**config.mk**
```make
export PLATFORM = sky130hd
export DESIGN_NAME = height_monitor
export DESIGN_NICKNAME = d
export VERILOG_FILES = /design/src/rtl/height_monitor.sv
export SDC_FILE = /design/constraint.sdc
export NUM_CORES = 1
export LEC_CHECK = 0
export CAP_MARGIN = 20
export CORE_UTILIZATION = 40
export CTS_CLUSTER_DIAMETER = 200
export DETAILED_ROUTE_END_ITERATION = 8
export PLACE_DENSITY = 0.63
export SETUP_SLACK_MARGIN = 0.1
export SLEW_MARGIN = 25
export SYNTH_ARGS = -nofsm -noshare
export SYNTH_HDL_FRONTEND = slang
export SYNTH_SLANG_ARGS = --single-unit
```
**constraint.sdc**
```tcl
create_clock -name clk -period 7.2 [get_ports clk]
set_clock_uncertainty 0.15 [all_clocks]
set_input_delay 1.44 -clock clk [delete_from_list [all_inputs] [get_ports clk]]
set_output_delay 1.44 -clock clk [all_outputs]
set_load 0.01 [all_outputs]
```
**src/rtl/height_monitor.sv**
```systemverilog
// rtl/height_monitor.sv - 4-sample rounded height average with descent flag and low-altitude alarm FSM
module height_monitor #(
    parameter logic [7:0] LOW_THR   = 8'd10,
    parameter int         ALARM_CNT = 3,
    parameter logic [7:0] HYST      = 8'd4
) (
    input  logic       clk,
    input  logic       rst,
    input  logic [7:0] height_in,
    input  logic       in_valid,
    output logic [7:0] avg_height,
    output logic       avg_valid,
    output logic       descending,
    output logic       low_alarm
);

    typedef enum logic [1:0] {FILL, TRACK, ALARM} state_t;

    localparam logic [3:0] ALARM_LIM = 4'(ALARM_CNT);

    state_t      state;
    state_t      state_next;
    logic [3:0]  low_cnt;
    logic [3:0]  low_cnt_next;
    logic [3:0]  low_cnt_sat;

    logic [7:0]  win [4];
    logic [9:0]  sum;
    logic [9:0]  sum_next;
    logic [9:0]  sum_rnd;
    logic [2:0]  fill;
    logic        full_next;
    logic        new_avg;
    logic [7:0]  avg_new;
    logic        is_low;
    logic [8:0]  rel_sum;
    logic [7:0]  rel_thr;

    // Running window sum: the oldest sample leaves as the newest enters.
    // The window starts zeroed, so the same update works during fill.
    assign sum_next    = sum - {2'b00, win[3]} + {2'b00, height_in};
    assign sum_rnd     = sum_next + 10'd2;
    assign avg_new     = sum_rnd[9:2];
    assign full_next   = (fill >= 3'd3);
    assign new_avg     = in_valid && full_next;
    assign is_low      = (avg_new < LOW_THR);
    assign low_cnt_sat = (low_cnt >= ALARM_LIM) ? ALARM_LIM : low_cnt + 4'd1;

    // Release limit saturates instead of wrapping when LOW_THR+HYST exceeds 255.
    assign rel_sum = {1'b0, LOW_THR} + {1'b0, HYST};
    assign rel_thr = rel_sum[8] ? 8'hFF : rel_sum[7:0];

    // State and low-average counter register.
    always_ff @(posedge clk) begin
        if (rst) begin
            state   <= FILL;
            low_cnt <= 4'd0;
        end else begin
            state   <= state_next;
            low_cnt <= low_cnt_next;
        end
    end

    // Next-state and counter logic, evaluated only when a new average is produced.
    always_comb begin
        state_next   = state;
        low_cnt_next = low_cnt;
        if (new_avg) begin
            case (state)
                FILL, TRACK: begin
                    if (is_low) begin
                        low_cnt_next = low_cnt_sat;
                        state_next   = (low_cnt_sat == ALARM_LIM) ? ALARM : TRACK;
                    end else begin
                        low_cnt_next = 4'd0;
                        state_next   = TRACK;
                    end
                end
                ALARM: begin
                    if (avg_new >= rel_thr) begin
                        low_cnt_next = 4'd0;
                        state_next   = TRACK;
                    end else if (is_low) begin
                        low_cnt_next = low_cnt_sat;
                    end else begin
                        low_cnt_next = 4'd0;
                    end
                end
                default: begin
                    low_cnt_next = 4'd0;
                    state_next   = FILL;
                end
            endcase
        end
    end

    // Sample window, fill count and registered outputs.
    always_ff @(posedge clk) begin
        if (rst) begin
            for (int i = 0; i < 4; i++) win[i] <= 8'd0;
            sum        <= 10'd0;
            fill       <= 3'd0;
            avg_height <= 8'd0;
            avg_valid  <= 1'b0;
            descending <= 1'b0;
            low_alarm  <= 1'b0;
        end else begin
            avg_valid <= 1'b0;
            if (in_valid) begin
                win[0] <= height_in;
                win[1] <= win[0];
                win[2] <= win[1];
                win[3] <= win[2];
                sum    <= sum_next;
                if (fill != 3'd4) fill <= fill + 3'd1;
            end
            if (new_avg) begin
                avg_valid  <= 1'b1;
                avg_height <= avg_new;
                // avg_height still holds the previous average at this point.
                descending <= (state != FILL) && (avg_new < avg_height);
                low_alarm  <= (state_next == ALARM);
            end
        end
    end

endmodule

```
* Yosys cells after proc, flatten, opt, wreduce, memory -nomap -nowiden
Memories as Yosys holds them, arrays and structs flattened.
Index checks and enable logic that the tools add are counted.
** Storage, ports and cells
- Register bits after elaboration :: 30
- Bits in writable memories :: 32
- Bits of input ports :: 11
- Output and inout bits :: 11
- Word-level logic and storage cells :: 53
- Memories kept :: 1
** Operators by class
- $add $sub $neg :: 5
- Magnitude comparators :: 5
- Equal/unequal tests :: 5
- Mux-type cells :: 19
- Bitwise logic cells :: 4
- Reductions and logical operators :: 6
** Memories
- win :: depth 4, bits a word 8, read ports 4, clocked after Yosys merged registers in 0, wr ports 4, RTL line 27 : logic [7:0] win [4];
** Operator list (count)
- two-way mux 8 bit :: 4
- two-way mux 4 bit :: 3
- adder 10 x 2 -> 10 bit, second input constant :: 1
- adder 10 x 8 -> 10 bit :: 1
- subtractor 10 x 8 -> 10 bit :: 1
- >= comparator 8 x 4 -> 1 bit, second input constant :: 1
- less-than comparator 8 x 4 -> 1 bit, second input constant :: 1
- less-than comparator 8 bit :: 1
- two-way mux 2 bit :: 4
- one-hot mux 4 bit (2 select lines) :: 1
- two-way mux 1 bit :: 6
- adder 4 x 1 -> 4 bit, second input constant :: 1
- == test 2 bit, second input constant :: 2
- == test 4 x 2 -> 1 bit, second input constant :: 1
- >= comparator 4 x 2 -> 1 bit, second input constant :: 1
- bitwise OR 1 bit :: 4
- one-hot mux 2 bit (2 select lines) :: 1
- adder 3 x 1 -> 3 bit, second input constant :: 1
- >= comparator 3 x 2 -> 1 bit, second input constant :: 1
- inequality test 3 bit, second input constant :: 1
- == test 2 x 1 -> 1 bit, second input constant :: 1
- logical AND 1 bit :: 2
- logical NOT 2 bit :: 1
- AND reduction 2 bit :: 1
- other kinds (2) :: 2

* Logic depth before layout (Yosys ltp)
An unclocked memory read counts as a cell.
- Depth in word-level cells :: 9
- Depth in mapped cells :: 18
- Gate-level depth less buffers :: 18

* Least setup slack after synthesis
Ideal clock, no wire load.
- Path kind :: input to register
- Start :: input port height_in[1]
- End :: register descending
- Library setup time :: 0.065 ns
- Data arrival time :: 4.790 ns
- Data required time :: 6.985 ns
- Slack :: 2.195 ns
- Stages :: 16
- Path buffers :: 0
- Cells stage by stage :: inv_1 -> fa_1 -> inv_1 -> fa_1 -> a21o_2 -> a21oi_2 -> xor2_1 -> nor4b_4 -> nand3_1 -> xor2_1 -> ha_1 -> a21oi_1 -> o21ai_0 -> maj3_2 -> a2bb2oi_1 -> nor2_1
** On the way
- Cells in the longest elaborated chain, start to end :: 4
** Ends and longest elaborated chain
- from (decl) :: RTL line 9 : input logic [7:0] height_in,
- adder 10 x 8 -> 10 bit :: RTL line 41 : assign sum_next = sum - {2'b00, win[3]} + {2'b00, height_in};
- adder 10 x 2 -> 10 bit :: RTL line 42 : assign sum_rnd = sum_next + 10'd2;
- named net sum_rnd[8] :: RTL line 30 : logic [9:0] sum_rnd;
- less-than comparator 8 bit :: RTL line 121 : descending <= (state != FILL) && (avg_new < avg_height);
- logical AND 1 bit :: RTL line 121
- to (signal assigned) :: RTL line 121
- to (decl) :: RTL line 13 : output logic descending,
The timed path passes the listed nets, and every way through them passes these cells.
A chain may end at the register's enable or synchronous reset.

* Worst setup path after layout
Same ends and word-level chain as after synthesis.

==> run metrics <==
status=finished, final reports clean; later-pin clock latency in the skew report=0.35 ns; hold depth=2; Initial DRT Pass Iterations=4; Tightest Pin Transition=0.729 ns; area grow syn2layout=13.2%; CP Capture Type=flip-flop; Max Freq=185 MHz; CP max FO=4; Die W=95.6 um; largest net degree at the start of global routing=38; Max-slew headroom=51.3%; Post-Syn Instances=346; Yosys top cell area share=27.4%; Routed Antenna Nets=0; Mapped Area=0.00351 mm^2; clock sinks=62; worst hold slack=0.317 ns; post-synthesis sequential area ratio=44.5%; cell area power density=418 mW/mm^2; leakage power=0.00173 uW; Non-Filler Instances=476; Critical Path RT=7.33 ns; post-CTS setup buffer count=0; FFs w/ async S/R, synth=0%; TritonCTS clock tree=built; Arrival @ worst endpoint=5.53 ns; vias=2415; die height=95.6 um; Syn Area/Cell=10.1 um^2; reg2reg start=win[0][25]$_SDFFCE_PN0P_; top post-synthesis cells by count=49 x inv_1, 37 x nor2_1, 32 x edfxtp_1; Residual DRC=0; CP max stage cell=fa_1; largest area contributor in the netlist=edfxtp_1; Tcrit/Tclk final=75.0%; # port buffers=21; vias per cell=5.07; Core Area=0.00834 mm^2; final hold vios=0; Placed Area=0.00380 mm^2; GPL Wtd Cong=0.837; CTS clk-pin slew, worst paths=0.07 ns; Hold Path Class=flip-flop to flip-flop; count leader, synth=inv_1; CTS buffer count=9; Die ar.=0.00915 mm^2; cts hold-fix bufs=0; Post-synth EDFFs=32; Worst Setup SP=height_in[1]; cells along the critical path=clkdlybuf4s50_1, inv_1, fa_1, inv_1, fa_1, a21o_2, a21oi_2, xor2_1, nor4b_4, nand3_1, xor2_1, ha_1, a21oi_1, o21ai_0, maj3_2, a2bb2oi_1, nor2_1; 1st-iter DRT viols=89; kind of critical path=primary input to flip-flop; worst setup path end=descending$_SDFFE_PP0P_; Syn Nets=386; GRT Total Usage=15.9%; Worst IR Drop VDD=0.208 mV; final setup vio count=0; Distinct cells, synth=58; wire per inst=13.1 um; vias in the first global route=2288; Longest Clk Path Bufs=2; yosys warns=0; fin area=0.00397 mm^2; Clock H-tree levels=3; CP Buf/Inv Count=3; TNS Setup=0 ns; R2R Setup Slk=3.09 ns; Synth area leaders=edfxtp_1 27%, dfxtp_1 17%, ha_1 7.5%; IO Count=22; NumNets Final=406; startpoint types=primary input; Final Max Slew Viols=0; endpoint of the worst-slack reg-to-reg timing path=descending$_SDFFE_PP0P_; dominant synthesized flop cell=edfxtp_1; clk root buf=clkbuf_8; hpwl dp=4380 um; post-cts sizing count=0; Final Critical Period=5.40 ns; site row count=33; Worst path top cell family by delay=adder cells; R2R depth=15; max-cap violation count=0; RSZ-0062 raised after global routing=false; CP peak stage delay=0.53 ns; fraction of layout cells with a size suffix above 1=8.36%; filler cell count in the final layout=784; Worst path depth=17; Placed Cells=460; Initial Util=42.0%; Congestion Overflow GR=0; initial antenna violation count=0; flops & latches, synth=62; routed wire length=6250 um; Ant. Diodes=0; global-route wire length before repair=11000 um
==> state kept, by name, indices dropped and copies added, names as in the netlist <==
name        count
win            32
avg_height      8
descending      1
low_cnt         4
low_alarm       1
avg_valid       1
state           2
fill            3
sum            10
==> how the worst min path moves through the flow <==
stage | startpoint | end | slack [ns]
after floorplan | low_cnt[1]$_SDFFE_PP0P_ | low_cnt[1]$_SDFFE_PP0P_ | 0.29
after global placement | low_cnt[1]$_SDFFE_PP0P_ | low_cnt[1]$_SDFFE_PP0P_ | 0.30
after detailed placement | low_cnt[1]$_SDFFE_PP0P_ | low_cnt[1]$_SDFFE_PP0P_ | 0.31
after CTS | low_cnt[1]$_SDFFE_PP0P_ | low_cnt[1]$_SDFFE_PP0P_ | 0.32
after global routing | low_cnt[1]$_SDFFE_PP0P_ | low_cnt[1]$_SDFFE_PP0P_ | 0.35
final | low_cnt[1]$_SDFFE_PP0P_ | low_cnt[1]$_SDFFE_PP0P_ | 0.32
==> placed cells by master (no fill, tap or decap), drive strengths merged, types with 2 or more instances in the layout <==
cell type / netlist / final
a211oi: 10 / 10
a21boi: 2 / 2
a21o: 8 / 8
a21oi: 16 / 16
a22oi: 2 / 2
a31oi: 3 / 3
and2: 2 / 2
and3: 28 / 28
and4bb: 2 / 2
buf: 4 / 3
clkbuf: 11 / 12
clkdlybuf4s50: 0 / 21
clkinv: 0 / 3
dfxtp: 30 / 30
edfxtp: 32 / 32
fa: 8 / 8
ha: 21 / 21
inv: 49 / 49
mux2i: 6 / 6
nand2: 11 / 11
nand2b: 8 / 8
nand3: 3 / 3
nand4: 3 / 3
nor2: 37 / 37
nor3: 4 / 4
nor3b: 2 / 2
o21ai: 8 / 8
or3: 3 / 3
xnor2: 10 / 10
xor2: 4 / 4
==> layer usage <==
| layer | part of all wire [%] | global-route usage (%) |
|---|---|---|
| met1 | 51 | 21.1 |
| met2 | 44 | 24.0 |
| met4 | 1.8 | 6.34 |
| met3 | 3.3 | 4.78 |
| met5 | 0 | 0 |
==> report_power, final <==
part	switching (uW)	internal, uW
combinational	538	423
clock	135	133
sequential	18.3	412
total	692	968
==> worst min-delay path: stages (launching register included) <==
cell	delay, ns
dfxtp_1	0.32
nand2_1	0.06
a21oi_1	0.05
==> logic make-up (layout without fill, tap and decap cells) <==
| logic type | Yosys count | in the layout | synth area share (%) |
|---|---|---|---|
| muxes | 7 | 7 | 2.14 |
| and+or+nand+nor | 109 | 109 | 17.6 |
| buffers and inverters | 64 | 89 | 7.24 |
| DFF | 62 | 62 | 44.5 |
| adders and majority gates | 30 | 30 | 12.4 |
| AOI/OAI and AO/OA | 59 | 59 | 12.0 |
| xor gates and xnor gates | 15 | 15 | 4.14 |
==> final cells by class <==
class,instances,area [um^2],area share (%)
clock buffers,12,145,3.66
clock inverters,4,22.5,0.567
inverters,49,184,4.63
multi-input cells,220,1690,42.6
flip-flops and latches,62,1560,39.3
well taps,105,131,3.31
repair buffers,24,233,5.86
==> stage by stage <==
stage | power, uW | util [%] | worst slack (ns)
6_report | 1660 | 47.6 | 1.80
5_1_grt | 1810 | 47.6 | 1.53
4_1_cts | 1670 | 47.6 | 1.79
3_5_place_dp | 1400 | 45.6 | 1.43
3_3_place_gp | 1380 | 45.6 | 1.53
2_1_floorplan | 1230 | - | 2.19
Note: power is estimated with default switching activity, not from simulation.
